===== src/rtl/sim_uart_tx.sv =====
// Serialiser for the data RAM's simulated-UART port: buffers characters and sends 8N1 frames, LSB first.
// Define SIM_UART_PARITY_EN to insert an even-parity bit (8E1 frames).
module sim_uart_tx #(
  parameter int unsigned CLK_HZ     = 100_000_000,
  parameter int unsigned BAUD       = 115200,
  parameter int unsigned FIFO_DEPTH = 16
) (
  input  logic                          clk,
  input  logic                          rst_n,
  input  logic [7:0]                    char_in,
  input  logic                          char_valid,
  output logic                          tx,
  output logic                          busy,
  output logic                          fifo_full,
  output logic [$clog2(FIFO_DEPTH):0]   fifo_count,
  output logic                          overflow
);

  localparam int unsigned DIV = CLK_HZ / BAUD;
  localparam int unsigned CW  = (DIV > 1) ? $clog2(DIV) : 1;
  localparam int unsigned AW  = (FIFO_DEPTH > 1) ? $clog2(FIFO_DEPTH) : 1;
  localparam int unsigned NW  = AW + 1;

  localparam logic [CW-1:0] CNT_LAST = CW'(DIV - 1);
  localparam logic [NW-1:0] DEPTH_N  = NW'(FIFO_DEPTH);

  localparam logic [2:0] IDLE   = 3'd0;
  localparam logic [2:0] START  = 3'd1;
  localparam logic [2:0] DATA   = 3'd2;
  localparam logic [2:0] STOP   = 3'd3;
`ifdef SIM_UART_PARITY_EN
  localparam logic [2:0] PARITY = 3'd4;
`endif

  // ---------------------------------------------------------------------------
  // Character FIFO
  // ---------------------------------------------------------------------------
  logic [7:0]    mem_q [FIFO_DEPTH];
  logic [AW-1:0] wr_ptr_q, rd_ptr_q;
  logic [NW-1:0] count_q;
  logic          ovf_q;

  logic          fifo_nempty;
  logic          bit_done;
  logic          pop;
  logic          push;
  logic          drop;
  logic [7:0]    head;

  logic [2:0]    state_q, state_d;
  logic [CW-1:0] cnt_q, cnt_d;
  logic [2:0]    bit_idx_q, bit_idx_d;
  logic [7:0]    shift_q, shift_d;
  logic          tx_q, tx_d;
`ifdef SIM_UART_PARITY_EN
  logic          parity_q, parity_d;
`endif

  assign fifo_nempty = (count_q != '0);
  assign bit_done    = (cnt_q == CNT_LAST);
  assign head        = mem_q[rd_ptr_q];

  // A pop happens only when the line takes a new frame: from IDLE, or straight out of STOP.
  assign pop  = fifo_nempty && ((state_q == IDLE) || ((state_q == STOP) && bit_done));
  // A full FIFO still accepts a push on the same edge that frees a slot.
  assign push = char_valid && ((count_q != DEPTH_N) || pop);
  assign drop = char_valid && !push;

  // NOTE: sequential state uses non-blocking assignments so every flop samples pre-edge values.
  always_ff @(posedge clk or negedge rst_n) begin
    if (!rst_n) begin
      wr_ptr_q <= '0;
      rd_ptr_q <= '0;
      count_q  <= '0;
      ovf_q    <= 1'b0;
    end else begin
      if (push) wr_ptr_q <= wr_ptr_q + 1'b1;
      if (pop)  rd_ptr_q <= rd_ptr_q + 1'b1;
      unique case ({push, pop})
        2'b10:   count_q <= count_q + 1'b1;
        2'b01:   count_q <= count_q - 1'b1;
        default: count_q <= count_q;
      endcase
      if (drop) ovf_q <= 1'b1;
    end
  end

  // NOTE: the storage array has no reset; entries are only read behind a non-zero count.
  always_ff @(posedge clk) begin
    if (push) mem_q[wr_ptr_q] <= char_in;
  end

  // ---------------------------------------------------------------------------
  // Frame FSM
  // ---------------------------------------------------------------------------
  // NOTE: every always_comb output gets a default first, so no path can infer a latch.
  always_comb begin
    state_d   = state_q;
    cnt_d     = cnt_q;
    bit_idx_d = bit_idx_q;
    shift_d   = shift_q;
    tx_d      = tx_q;
`ifdef SIM_UART_PARITY_EN
    parity_d  = parity_q;
`endif

    unique case (state_q)
      IDLE: begin
        tx_d = 1'b1;
        if (pop) begin
          state_d = START;
          cnt_d   = '0;
          tx_d    = 1'b0;
          shift_d = head;
`ifdef SIM_UART_PARITY_EN
          parity_d = ^head;
`endif
        end
      end

      START: begin
        if (bit_done) begin
          state_d   = DATA;
          cnt_d     = '0;
          bit_idx_d = 3'd0;
          tx_d      = shift_q[0];
        end else begin
          cnt_d = cnt_q + 1'b1;
        end
      end

      DATA: begin
        if (bit_done) begin
          cnt_d   = '0;
          shift_d = shift_q >> 1;
          if (bit_idx_q == 3'd7) begin
`ifdef SIM_UART_PARITY_EN
            state_d = PARITY;
            tx_d    = parity_q;
`else
            state_d = STOP;
            tx_d    = 1'b1;
`endif
          end else begin
            bit_idx_d = bit_idx_q + 3'd1;
            tx_d      = shift_q[1];
          end
        end else begin
          cnt_d = cnt_q + 1'b1;
        end
      end

`ifdef SIM_UART_PARITY_EN
      PARITY: begin
        if (bit_done) begin
          state_d = STOP;
          cnt_d   = '0;
          tx_d    = 1'b1;
        end else begin
          cnt_d = cnt_q + 1'b1;
        end
      end
`endif

      STOP: begin
        if (bit_done) begin
          cnt_d = '0;
          // Chain straight into the next start bit so queued text leaves no idle gap.
          if (pop) begin
            state_d = START;
            tx_d    = 1'b0;
            shift_d = head;
`ifdef SIM_UART_PARITY_EN
            parity_d = ^head;
`endif
          end else begin
            state_d = IDLE;
            tx_d    = 1'b1;
          end
        end else begin
          cnt_d = cnt_q + 1'b1;
        end
      end

      default: begin
        state_d = IDLE;
        cnt_d   = '0;
        tx_d    = 1'b1;
      end
    endcase
  end

  always_ff @(posedge clk or negedge rst_n) begin
    if (!rst_n) begin
      state_q   <= IDLE;
      cnt_q     <= '0;
      bit_idx_q <= 3'd0;
      shift_q   <= 8'h00;
      tx_q      <= 1'b1;
`ifdef SIM_UART_PARITY_EN
      parity_q  <= 1'b0;
`endif
    end else begin
      state_q   <= state_d;
      cnt_q     <= cnt_d;
      bit_idx_q <= bit_idx_d;
      shift_q   <= shift_d;
      tx_q      <= tx_d;
`ifdef SIM_UART_PARITY_EN
      parity_q  <= parity_d;
`endif
    end
  end

  assign tx         = tx_q;
  assign busy       = (state_q != IDLE) || fifo_nempty;
  assign fifo_full  = (count_q == DEPTH_N);
  assign fifo_count = count_q;
  assign overflow   = ovf_q;

endmodule


===== config.mk =====
export PLATFORM = sky130hd
export DESIGN_NAME = sim_uart_tx
export DESIGN_NICKNAME = d
export VERILOG_FILES = /design/src/rtl/sim_uart_tx.sv
export SDC_FILE = /design/constraint.sdc
export NUM_CORES = 1
export LEC_CHECK = 0
export BUFFER_PORTS_ARGS = -buffer_cell sky130_fd_sc_hd__buf_2
export CORE_ASPECT_RATIO = 1.5
export CORE_MARGIN = 2
export CORE_UTILIZATION = 55
export DETAILED_ROUTE_END_ITERATION = 10
export GPL_TIMING_DRIVEN = 0
export PLACE_DENSITY = 0.74
export SLEW_MARGIN = 20
export SYNTH_ARGS = -nofsm -noshare
export SYNTH_HDL_FRONTEND = slang
export SYNTH_SLANG_ARGS = --single-unit

===== constraint.sdc =====
create_clock -name clk -period 3 [get_ports clk]
set_input_delay 0.6 -clock clk [delete_from_list [all_inputs] [get_ports clk]]
set_output_delay 0.6 -clock clk [all_outputs]
set_load 0.005 [all_outputs]

## Word-level counts from Yosys, hierarchy flattened

Memories as Yosys holds them, arrays and structs flattened.
Cells that the tools add are included.
Widths: inputs -> output; s select.

| operators by class | value |
|---|---|
| add/subtract/negate cells | 6 |
| eq/ne operators | 15 |
| multiplexer cells | 27 |
| reductions and logical operators | 19 |

Operators by type and width:

| cell | count |
|---|---|
| $mux 3 | 8 |
| $mux 8 | 3 |
| $pmux 8 s3 | 1 |
| $mux 10 | 2 |
| $pmux 10 s2 | 1 |
| $ne 2x2->1 const B | 6 |
| $pmux 3 s4 | 1 |
| $add 10x1->10 const B | 1 |
| $eq 10x10->1 const B | 1 |
| $pmux 5 s2 | 1 |
| $add 4x1->4 const B | 2 |
| $mux 1 | 8 |
| $eq 3x2->1 const B | 2 |
| $pmux 3 s2 | 1 |
| $reduce_and 3->1 | 2 |
| $reduce_bool 3->1 | 2 |
| $add 5x1->5 const B | 1 |
| $eq 5x5->1 const B | 1 |
| $ne 5x5->1 const B | 1 |
| $reduce_and 5->1 | 1 |
| $reduce_bool 5->1 | 1 |
| $sub 5x1->5 const B | 1 |
| $logic_and 1x1->1 | 4 |
| $pmux 1 s4 | 1 |
| other kinds (11) | 14 |

| word-level totals | value |
|---|---|
| register bits after elaboration | 39 |
| memory bits (writable) | 128 |
| input port bits | 11 |
| output and inout bits | 9 |
| word-level logic and storage cells | 77 |
| memories kept | 1 |

Memories:

| name | words | bits a word | rd ports | clocked after memory_dff | write ports | RTL line | source |
|---|---|---|---|---|---|---|---|
| mem_q | 16 | 8 | 1 | 0 | 1 | 38 | `logic [7:0] mem_q [FIFO_DEPTH];` |

## Depth between registers and ports, before layout

Gate-level depths: netlist of the first run.

| depth | value |
|---|---|
| word-level depth | 8 |
| depth in mapped cells | 11 |
| gate-level depth less buffers | 10 |

## Worst setup path after synthesis of the first run

OpenSTA, ideal clock, no wires.

| timing | value |
|---|---|
| path type | register to register |
| start point | reg cnt_q[0] |
| end point | reg count_q[4] (netlist: fifo_count[4]) |
| library setup time | 0.132 ns |
| data arrival time | 2.697 ns |
| required time | 2.868 ns |
| path slack | 0.171 ns |
| cell stages (with the launch flop) | 11 |
| buffers on the path | 0 |
| clock period less this slack | 2.829 ns |
| cell sequence | dfrtp_1 -> ha_1 -> nor4b_4 -> a41oi_2 -> nor3_1 -> ha_1 -> a21o_1 -> a21o_1 -> or3_1 -> nand3_1 -> o211ai_1 |

| between the ends | value |
|---|---|
| word-level cells in the longest chain between the ends | 8 |
| elaborated cells between the ends (all ways) | 10 |
| those cells by class | eq/ne (3); mux (1); reduce/logical (6) |

Ends and longest elaborated chain:

| item | RTL line | source |
|---|---|---|
| start, declared | 51 | `logic [CW-1:0] cnt_q, cnt_d;` |
| start signal, assigned | 205 | `cnt_q <= cnt_d;` |
| $eq 10x10->1 * | 60 | `assign bit_done = (cnt_q == CNT_LAST);` |
| $logic_and 1x1->1 * | 64 | `assign pop = fifo_nempty && ((state_q == IDLE) \|\| ((state_q == STOP) && bit_done));` |
| $logic_or 1x1->1 * | 64 |  |
| $logic_and 1x1->1 * | 64 |  |
| $logic_or 1x1->1 | 66 | `assign push = char_valid && ((count_q != DEPTH_N) \|\| pop);` |
| $logic_and 1x1->1 | 66 |  |
| $eq 2x1->1 or $eq 2x2->1 (tied branches) | 79 | `unique case ({push, pop})` |
| $pmux 5 s2 or $reduce_bool 2->1 (tied branches) | n/a |  |
| end signal, assigned | 80 | `2'b10: count_q <= count_q + 1'b1;` |
| end signal, assigned | 81 | `2'b01: count_q <= count_q - 1'b1;` |
| end signal, assigned | 82 | `default: count_q <= count_q;` |
| end, declared | 40 | `logic [NW-1:0] count_q;` |

Mark *: on every way between the ends. The rest lies on a longest branch, timed or not.
A chain may end at the register's enable or synchronous reset.

## Final worst setup path of the first run

| timing | value |
|---|---|
| start point | reg cnt_q[0] |
| end point | mem mem_q[5][5], enable pin |

| between the ends | value |
|---|---|
| word-level cells in the longest chain between the ends | 8 |

Ends and longest elaborated chain:

| item | RTL line | source |
|---|---|---|
| $eq 10x10->1 | 60 |  |
| $logic_and 1x1->1 | 64 |  |
| $logic_or 1x1->1 | 64 |  |
| $logic_and 1x1->1 | 64 |  |
| $logic_or 1x1->1 | 66 |  |
| $logic_and 1x1->1 | 66 |  |
| $mux 1 | 90 | `if (push) mem_q[wr_ptr_q] <= char_in;` |
| $mux 1 (implied by the code) | 90 |  |
| end, declared | 38 |  |

Every way passes these cells.

==> impl_metrics.xml, run 1 <==
<?xml version="1.0" encoding="UTF-8"?>
<metrics>
  <group name="global_routing">
    <metric name="initial_antenna_violation_count" unit="">0</metric>
    <metric name="grt_use_total" unit="%">21.1</metric>
    <metric name="gr-total-overflow" unit="">0</metric>
    <metric name="grt_start_max_net_pins" unit="">39</metric>
    <metric name="number_of_global_route_vias_before_repair" unit="">4092</metric>
    <metric name="grt_first_pass_wirelength" unit="mm">22.3</metric>
  </group>
  <group name="floorplan">
    <metric name="initial_cell_density_of_the_core" unit="%">56.6</metric>
    <metric name="placeableCoreArea" unit="µm²">12600</metric>
    <metric name="floorplan.rows" unit="">50</metric>
    <metric name="boundaryPins" unit="">20</metric>
    <metric name="floorplan.die.width" unit="µm">96.9</metric>
    <metric name="die_y" unit="µm">143</metric>
    <metric name="die-area" unit="µm²">13900</metric>
  </group>
  <group name="yosys">
    <metric name="synthesis.nets" unit="">465</metric>
    <metric name="synth_xor_area_share" unit="%">1.35</metric>
    <metric name="synth_compound_gate_area_share" unit="%">8.47</metric>
    <metric name="synth-edff-count" unit="">128</metric>
    <metric name="largest_family_of_logic_cells_by_synthesized_area" unit="">multiplexers</metric>
    <metric name="synthSimpleGateAreaFrac" unit="%">6.55</metric>
    <metric name="synth-seq-cells" unit="">166</metric>
    <metric name="postSynth.topFlopCell" unit="">sky130_fd_sc_hd__edfxtp_1</metric>
    <metric name="synthesis.yosys.warnings" unit="">0</metric>
    <metric name="syn_avg_cell_area" unit="µm²">16.3</metric>
    <metric name="synthAdderAreaFrac" unit="%">3.09</metric>
    <metric name="ys_top_cells_by_area" unit="">sky130_fd_sc_hd__edfxtp_1 (54%), sky130_fd_sc_hd__dfrtp_1 (13%), sky130_fd_sc_hd__mux4_2 (10%)</metric>
    <metric name="synthDistinctLibCells" unit="">60</metric>
    <metric name="ys_async_sr_fraction" unit="%">22.9</metric>
    <metric name="synth.cell_area" unit="µm²">7120</metric>
    <metric name="post_synth_mux_area_share" unit="%">11.3</metric>
    <metric name="synth_largest_type_area_fraction" unit="%">54.0</metric>
    <metric name="synth_cells" unit="">437</metric>
    <metric name="synth-seq-area-share" unit="%">67.3</metric>
    <metric name="netlist.top_cell.by_area" unit="">sky130_fd_sc_hd__edfxtp_1</metric>
  </group>
  <group name="route">
    <metric name="detail_route.wirelength" unit="mm">14.0</metric>
    <metric name="drt_first_iter_violations" unit="">217</metric>
    <metric name="drt-wirelength-per-cell" unit="µm">21.6</metric>
    <metric name="vias_per_cell" unit="">6.13</metric>
    <metric name="drtAntennaViolNets" unit="">0</metric>
    <metric name="detailroute.via_count" unit="">3970</metric>
    <metric name="detailed_routing_iteration_count_for_the_pre_antenna_repair_pass" unit="">5</metric>
    <metric name="detail_route.drc_violations" unit="">0</metric>
  </group>
  <group name="critical_path">
    <metric name="crit_family" unit="">simple AND/OR/NAND/NOR gates</metric>
    <metric name="crit_path_cell_trace" unit="">ha_2 &gt; nor4b_4 &gt; buf_4 &gt; a41o_1 &gt; o21ai_1 &gt; nor3b_1 &gt; and2_1</metric>
    <metric name="cp_max_fo" unit="">8</metric>
    <metric name="required" unit="ps">3070</metric>
    <metric name="worst_path_max_delay_cell" unit="">sky130_fd_sc_hd__nor3b_1</metric>
    <metric name="critical_path.endpoint_type" unit="">flip-flop</metric>
    <metric name="timing_worst_setup_path_type" unit="">flip-flop to flip-flop</metric>
    <metric name="cpPeakStageDelay" unit="ps">460</metric>
    <metric name="arr_time_crit_path" unit="ps">2980</metric>
    <metric name="start_kind" unit="">flip-flop</metric>
    <metric name="cp.buffers_inverters" unit="">1</metric>
  </group>
  <group name="clock_tree">
    <metric name="tritoncts" unit="">done</metric>
    <metric name="worst_skew_pair.late_latency" unit="ps">420</metric>
    <metric name="clock-sinks" unit="">166</metric>
    <metric name="cts-htree-levels" unit="">4</metric>
    <metric name="clock_tree.buffer_depth" unit="">2</metric>
    <metric name="cts-buffers-inserted" unit="">17</metric>
    <metric name="worst_setup_hold_path_clk_slew" unit="ps">60</metric>
    <metric name="clk_tree_root_cell" unit="">sky130_fd_sc_hd__clkbuf_16</metric>
  </group>
  <group name="place">
    <metric name="place.gp.congestion" unit="">0.852</metric>
    <metric name="total_half_perimeter_wirelength_after_legalization_and_detailed_placement" unit="mm">9.54</metric>
    <metric name="post-place-ws" unit="ps">-332</metric>
    <metric name="place.port_buffers" unit="">18</metric>
  </group>
  <group name="sta">
    <metric name="max_slew_margin" unit="%">40.6</metric>
    <metric name="grt_setup_unrepaired" unit="">true</metric>
    <metric name="final_hold_viol_count" unit="">0</metric>
    <metric name="timing.fmax" unit="MHz">344</metric>
    <metric name="fin_crit_sh" unit="%">97.0</metric>
    <metric name="report.final.setup_viol" unit="">0</metric>
    <metric name="finalHoldWorstSlack" unit="ps">306</metric>
    <metric name="number_of_max_slew_violations_in_the_final_report" unit="">0</metric>
    <metric name="fin_worst_skew" unit="ps">11.3</metric>
    <metric name="postLayoutSetupSlackWorst" unit="ps">90.0</metric>
    <metric name="timing.final.crit_period" unit="ps">2910</metric>
    <metric name="max_slew.worst_pin.slew" unit="ps">891</metric>
  </group>
  <group name="cells_and_area">
    <metric name="antenna_cells" unit="">0</metric>
    <metric name="nNetsFinal" unit="">507</metric>
    <metric name="area.growth.synth_to_final" unit="%">14.0</metric>
    <metric name="drive_above_1_share" unit="%">26.8</metric>
    <metric name="num-fill-cells" unit="">864</metric>
  </group>
  <group name="pwr">
    <metric name="post-layout-total-power" unit="mW">7.87</metric>
    <metric name="power_density" unit="nW/µm²">969</metric>
    <metric name="leakage_power_summed_over_all_cells" unit="nW">2.84</metric>
    <metric name="vdd_ir_drop_max" unit="V">0.000473</metric>
  </group>
  <group name="run">
    <metric name="maxCapViolCount" unit="">0</metric>
  </group>
  <group name="hold_path">
    <metric name="hold_class" unit="">input pin to asynchronous set/reset pin</metric>
  </group>
  <group name="run_status">
    <metric name="status" unit="">completed</metric>
  </group>
</metrics>
-- metal layers --
metal | global-route usage (%) | part of all wire (%) | wire [µm]
met2 | 38.5 | 55 | 7680
met4 | 8.67 | 2.1 | 292
met1 | 24.9 | 40 | 5620
met5 | 0 | 0 | 0
met3 | 3.70 | 2.8 | 385
-- layout make-up --
type / instances / area, µm² / share of cell area [%]
clock buffer: 17 / 425 / 5.24
inverter: 13 / 48.8 / 0.601
sequential: 166 / 4800 / 59.1
multi-input combinational: 238 / 2290 / 28.2
buffer: 20 / 85.1 / 1.05
timing repair buffer: 23 / 118 / 1.45
clock inverter: 15 / 161 / 1.99
tap: 156 / 195 / 2.40
-- Yosys cell counts (3+ instances only) --
cell type / n
sky130_fd_sc_hd__a21o_1: 3
sky130_fd_sc_hd__a21oi_1: 24
sky130_fd_sc_hd__a22o_1: 3
sky130_fd_sc_hd__a22oi_1: 17
sky130_fd_sc_hd__and2_1: 10
sky130_fd_sc_hd__buf_2: 6
sky130_fd_sc_hd__clkbuf_1: 11
sky130_fd_sc_hd__dfrtp_1: 37
sky130_fd_sc_hd__edfxtp_1: 128
sky130_fd_sc_hd__ha_1: 16
sky130_fd_sc_hd__inv_1: 13
sky130_fd_sc_hd__mux2_2: 5
sky130_fd_sc_hd__mux4_2: 32
sky130_fd_sc_hd__nand2_1: 14
sky130_fd_sc_hd__nand3_1: 11
sky130_fd_sc_hd__nor2_1: 20
sky130_fd_sc_hd__nor2b_1: 4
sky130_fd_sc_hd__nor3_1: 3
sky130_fd_sc_hd__nor4_1: 5
sky130_fd_sc_hd__o21ai_0: 18
sky130_fd_sc_hd__o31ai_1: 3
sky130_fd_sc_hd__xnor2_1: 8
sky130_fd_sc_hd__xor2_1: 3
-- per-stage QoR --
step / setup TNS [ps] / instances / util, % / area, µm²
after floorplan: 0 / 437 / - / 7120
after global placement: -9720 / 611 / 58.9 / 7410
after detailed placement: -4460 / 615 / 59.3 / 7450
after CTS: -153 / 647 / 64.1 / 8060
after global routing: -1240 / 648 / 64.6 / 8120
final: 0 / 648 / 64.6 / 8120
-- report_power, final --
group | internal, mW | switching [mW] | total, mW
Sequential | 2.87 | 0.247 | 3.11
Combinational | 1.18 | 1.48 | 2.66
Clock | 1.11 | 0.981 | 2.09
Total | 5.16 | 2.71 | 7.87
-- placed cells by master (no fill, tap or decap), drive strengths merged, types with 16 or more instances in the layout --
cell    synthesis  layout
buf             8      31
dfrtp          37      37
a21oi          25      25
edfxtp        128     128
o21ai          20      20
inv            13      19
clkbuf         12      29
mux4           32      32
ha             16      16
nor2           21      21
a22oi          17      17
-- path summary, 6_finish.rpt --
path / from / end / slack (ps) / depth (start not counted)
worst max-delay path: cnt_q[0] / mem_q[5][5] / 90 / 7
max in group asynchronous: rst_n / wr_ptr_q[1] / 2130 / 1
worst min-delay path: rst_n / fifo_count[1] / 310 / 1
min in group clk: overflow / overflow / 470 / 1
worst max register to register: cnt_q[0] / mem_q[5][5] / 90 / 7
worst min register to register: overflow / overflow / 470 / 1
-- cell families (layout without fill, tap and decap cells) --
family,Yosys count,after routing
DFF,166,166
adders and majority gates,17,17
AOI/OAI and AO/OA,87,87
buffers and inverters,33,88
xor gates and xnor gates,11,11
and+or+nand+nor,83,83
muxes,40,40
-- worst register-to-register path, cell delays in order (launching register included) --
cell                      delay [ps]
sky130_fd_sc_hd__dfrtp_1         410
sky130_fd_sc_hd__ha_2            250
sky130_fd_sc_hd__nor4b_4         320
sky130_fd_sc_hd__buf_4           180
sky130_fd_sc_hd__a41o_1          230
sky130_fd_sc_hd__o21ai_1         250
sky130_fd_sc_hd__nor3b_1         460
sky130_fd_sc_hd__and2_1          460
-- registers in the layout, summed over array words and instances, names as in the netlist --
register and cells:
cnt_q 10, fifo_count 5, state_q 2, rd_ptr_q 4, overflow 1, bit_idx_q 3, mem_q 128, shift_q 8
tx 1, wr_ptr_q 4
-- what timing repair did --
| item | CTS | global route |
|---|---|---|
| hold buffers | 0 | 0 |
| buffers inserted | 0 | 1 |
| endpoints found under the setup margin | 33 | 65 |
| pin swaps | 0 | 2 |
| resized for setup | 5 | 15 |
Note: power is estimated with default switching activity, not from simulation.
==> run 2, diff against run 1 <==
--- a/config.mk
+++ b/config.mk
@@ -7,7 +7,7 @@
 export LEC_CHECK = 0
 export BUFFER_PORTS_ARGS = -buffer_cell sky130_fd_sc_hd__buf_2
 export CORE_ASPECT_RATIO = 1.5
-export CORE_MARGIN = 2
+export CORE_MARGIN = 1.5
 export CORE_UTILIZATION = 55
 export DETAILED_ROUTE_END_ITERATION = 10
 export GPL_TIMING_DRIVEN = 0
@@ -16,3 +16,4 @@
 export SYNTH_ARGS = -nofsm -noshare
 export SYNTH_HDL_FRONTEND = slang
 export SYNTH_SLANG_ARGS = --single-unit
+export TNS_END_PERCENT = 10
==> impl_metrics.xml, run 2 (synthesis results as in run 1) <==
<?xml version="1.0" encoding="UTF-8"?>
<metrics>
  <group name="run_status">
    <metric name="status" unit="">completed</metric>
  </group>
  <group name="clock_tree">
    <metric name="cts-buffers-inserted" unit="">17</metric>
    <metric name="clock_tree.buffer_depth" unit="">2</metric>
    <metric name="cts_hold_buf" unit="">0</metric>
    <metric name="clock-sinks" unit="">166</metric>
    <metric name="tritoncts" unit="">done</metric>
    <metric name="cts-htree-levels" unit="">4</metric>
    <metric name="clk_tree_root_cell" unit="">sky130_fd_sc_hd__clkbuf_16</metric>
    <metric name="worst_skew_pair.late_latency" unit="ps">420</metric>
    <metric name="worst_setup_hold_path_clk_slew" unit="ps">70</metric>
    <metric name="cts_setup_buffers" unit="">0</metric>
  </group>
  <group name="route">
    <metric name="detail_route.drc_violations" unit="">0</metric>
    <metric name="drt-wirelength-per-cell" unit="µm">21.4</metric>
    <metric name="vias_per_cell" unit="">6.09</metric>
    <metric name="detail_route.wirelength" unit="mm">13.9</metric>
    <metric name="detailroute.via_count" unit="">3937</metric>
    <metric name="drt_first_iter_violations" unit="">196</metric>
    <metric name="detailed_routing_iteration_count_for_the_pre_antenna_repair_pass" unit="">4</metric>
    <metric name="drtAntennaViolNets" unit="">0</metric>
  </group>
  <group name="sta">
    <metric name="finalHoldWorstSlack" unit="ps">284</metric>
    <metric name="timing.final.crit_period" unit="ps">2890</metric>
    <metric name="max_slew.worst_pin.slew" unit="ps">860</metric>
    <metric name="max_slew_margin" unit="%">42.6</metric>
    <metric name="number_of_max_slew_violations_in_the_final_report" unit="">0</metric>
    <metric name="report.final.setup_viol" unit="">0</metric>
    <metric name="fin_worst_skew" unit="ps">9.02</metric>
    <metric name="final_hold_viol_count" unit="">0</metric>
    <metric name="timing.fmax" unit="MHz">346</metric>
    <metric name="fin_crit_sh" unit="%">96.3</metric>
    <metric name="grt_setup_unrepaired" unit="">true</metric>
  </group>
  <group name="cells_and_area">
    <metric name="finish.instance_area" unit="µm²">8070</metric>
    <metric name="final_cell_mix" unit="">sky130_fd_sc_hd__edfxtp_1 (128), sky130_fd_sc_hd__dfrtp_1 (37), sky130_fd_sc_hd__mux4_2 (32), sky130_fd_sc_hd__buf_2 (28), sky130_fd_sc_hd__a21oi_1 (24)</metric>
    <metric name="largest-register" unit="">mem_q</metric>
    <metric name="layout.core_utilization" unit="%">64.2</metric>
    <metric name="nNetsFinal" unit="">506</metric>
    <metric name="most_common_library_cell_in_the_layout_ignoring_fill_and_taps" unit="">sky130_fd_sc_hd__edfxtp_1</metric>
    <metric name="num-fill-cells" unit="">861</metric>
    <metric name="largest_reg_flops" unit="">128</metric>
    <metric name="antenna_cells" unit="">0</metric>
    <metric name="area.growth.synth_to_final" unit="%">13.3</metric>
    <metric name="drive_above_1_share" unit="%">25.7</metric>
    <metric name="biggestRegsByFlops" unit="">mem_q: 128 flops, cnt_q: 10 flops, shift_q: 8 flops</metric>
  </group>
  <group name="place">
    <metric name="postPlaceCellArea" unit="µm²">7450</metric>
    <metric name="place.gp.congestion" unit="">0.829</metric>
    <metric name="total_half_perimeter_wirelength_after_legalization_and_detailed_placement" unit="mm">9.57</metric>
    <metric name="place.port_buffers" unit="">18</metric>
  </group>
  <group name="global_routing">
    <metric name="initial_antenna_violation_count" unit="">0</metric>
    <metric name="grt_use_total" unit="%">22.0</metric>
    <metric name="grt_first_pass_wirelength" unit="mm">21.4</metric>
    <metric name="gr-total-overflow" unit="">0</metric>
    <metric name="number_of_global_route_vias_before_repair" unit="">4027</metric>
    <metric name="grt_start_max_net_pins" unit="">39</metric>
  </group>
  <group name="floorplan">
    <metric name="floorplan.die.width" unit="µm">95.9</metric>
    <metric name="floorplan.rows" unit="">50</metric>
    <metric name="initial_cell_density_of_the_core" unit="%">56.6</metric>
    <metric name="die_y" unit="µm">142</metric>
    <metric name="boundaryPins" unit="">20</metric>
    <metric name="die-area" unit="µm²">13700</metric>
    <metric name="placeableCoreArea" unit="µm²">12600</metric>
  </group>
  <group name="critical_path">
    <metric name="cpPeakStageDelay" unit="ps">430</metric>
    <metric name="required" unit="ps">3300</metric>
    <metric name="worst_path_max_delay_cell" unit="">sky130_fd_sc_hd__dfrtp_1</metric>
    <metric name="crit_path_cell_trace" unit="">ha_2 &gt; nor4b_4 &gt; a41oi_4 &gt; nor3_4 &gt; ha_1 &gt; a21o_1 &gt; a21o_1 &gt; or3_1 &gt; nand3_1 &gt; o211ai_1</metric>
    <metric name="cp_max_fo" unit="">7</metric>
    <metric name="arr_time_crit_path" unit="ps">3190</metric>
    <metric name="critical_path.endpoint_type" unit="">flip-flop</metric>
    <metric name="start_kind" unit="">flip-flop</metric>
    <metric name="crit_family" unit="">simple AND/OR/NAND/NOR gates</metric>
    <metric name="critical-path-top-cell-by-count" unit="">sky130_fd_sc_hd__a21o_1</metric>
    <metric name="cp.buffers_inverters" unit="">0</metric>
    <metric name="timing_worst_setup_path_type" unit="">flip-flop to flip-flop</metric>
  </group>
  <group name="pwr">
    <metric name="power_density" unit="nW/µm²">967</metric>
    <metric name="vdd_ir_drop_max" unit="V">0.000413</metric>
    <metric name="leakage_power_summed_over_all_cells" unit="nW">2.82</metric>
  </group>
  <group name="run">
    <metric name="maxCapViolCount" unit="">0</metric>
  </group>
  <group name="hold_path">
    <metric name="hold_class" unit="">input pin to asynchronous set/reset pin</metric>
  </group>
</metrics>
run 2: cell types whose count changed in the layout (fill, tap and decap cells not counted), sizes merged:
cell,before,now
clkinv,9,3
inv,19,23
clkinvlp,0,2
buf,31,30
run 2: worst reg2reg max path: stages (launching register included):
cell                       delay, ps
sky130_fd_sc_hd__dfrtp_1         430
sky130_fd_sc_hd__ha_2            260
sky130_fd_sc_hd__nor4b_4         310
sky130_fd_sc_hd__a41oi_4         240
sky130_fd_sc_hd__nor3_4          280
sky130_fd_sc_hd__ha_1            330
sky130_fd_sc_hd__a21o_1          200
sky130_fd_sc_hd__a21o_1          220
sky130_fd_sc_hd__or3_1           310
sky130_fd_sc_hd__nand3_1          90
sky130_fd_sc_hd__o211ai_1         90
run 2: path summary, 6_finish.rpt:
check / depth (start not counted) / slack, ps / start / end
max: 10 / 110 / cnt_q[0] / fifo_count[4]
min: 1 / 280 / rst_n / cnt_q[0]
max reg2reg: 10 / 110 / cnt_q[0] / fifo_count[4]
min reg2reg: 1 / 490 / overflow / overflow
max in group asynchronous: 1 / 2170 / rst_n / wr_ptr_q[1]
min in group clk: 1 / 490 / overflow / overflow
run 2: cell type report:
| class | count | area (µm²) | share of cell area (%) |
|---|---|---|---|
| inverters | 13 | 48.8 | 0.605 |
| flip-flops and latches | 166 | 4800 | 59.4 |
| well taps | 156 | 195 | 2.42 |
| clock inverters | 15 | 131 | 1.63 |
| multi-input cells | 238 | 2280 | 28.2 |
| clock buffers | 17 | 425 | 5.27 |
| plain buffers | 20 | 85.1 | 1.05 |
| repair buffers | 22 | 110 | 1.36 |
run 2: stage by stage:
stage / std cells / setup WS [ps] / power (mW) / setup TNS [ps]
finish: 647 / 111 / 7.80 / 0
global route: 647 / -60.4 / 8.21 / -118
CTS: 647 / -112 / 7.80 / -2970
detailed placement: 615 / -279 / 5.74 / -1380
global placement: 611 / -301 / 5.61 / -9670
floorplan: 437 / 171 / 5.00 / 0
run 2: timing repair:
action / in CTS / in global routing
setup endpoints to repair: 33 / 107
resized for setup: 1 / 16
endpoints found under the hold margin: 0 / 0
pin swaps: 0 / 1
run 2: power breakdown:
group          switching (mW)  internal [mW]  total [mW]  leakage, nW
registers               0.249           2.87        3.12         1.62
logic                    1.46           1.16        2.63        0.925
clock network           0.963           1.10        2.06        0.270
run 2: layer usage:
metal | part of all wire, % | vias to the layer above | GRT usage, % | wire (µm)
li1 | - | 1804 | - | -
met1 | 39 | 2040 | 24.7 | 5470
met2 | 55 | 66 | 39.5 | 7600
met3 | 2.2 | 27 | 3.63 | 303
met4 | 3.4 | 0 | 10.3 | 476
met5 | 0 | - | 0 | 0
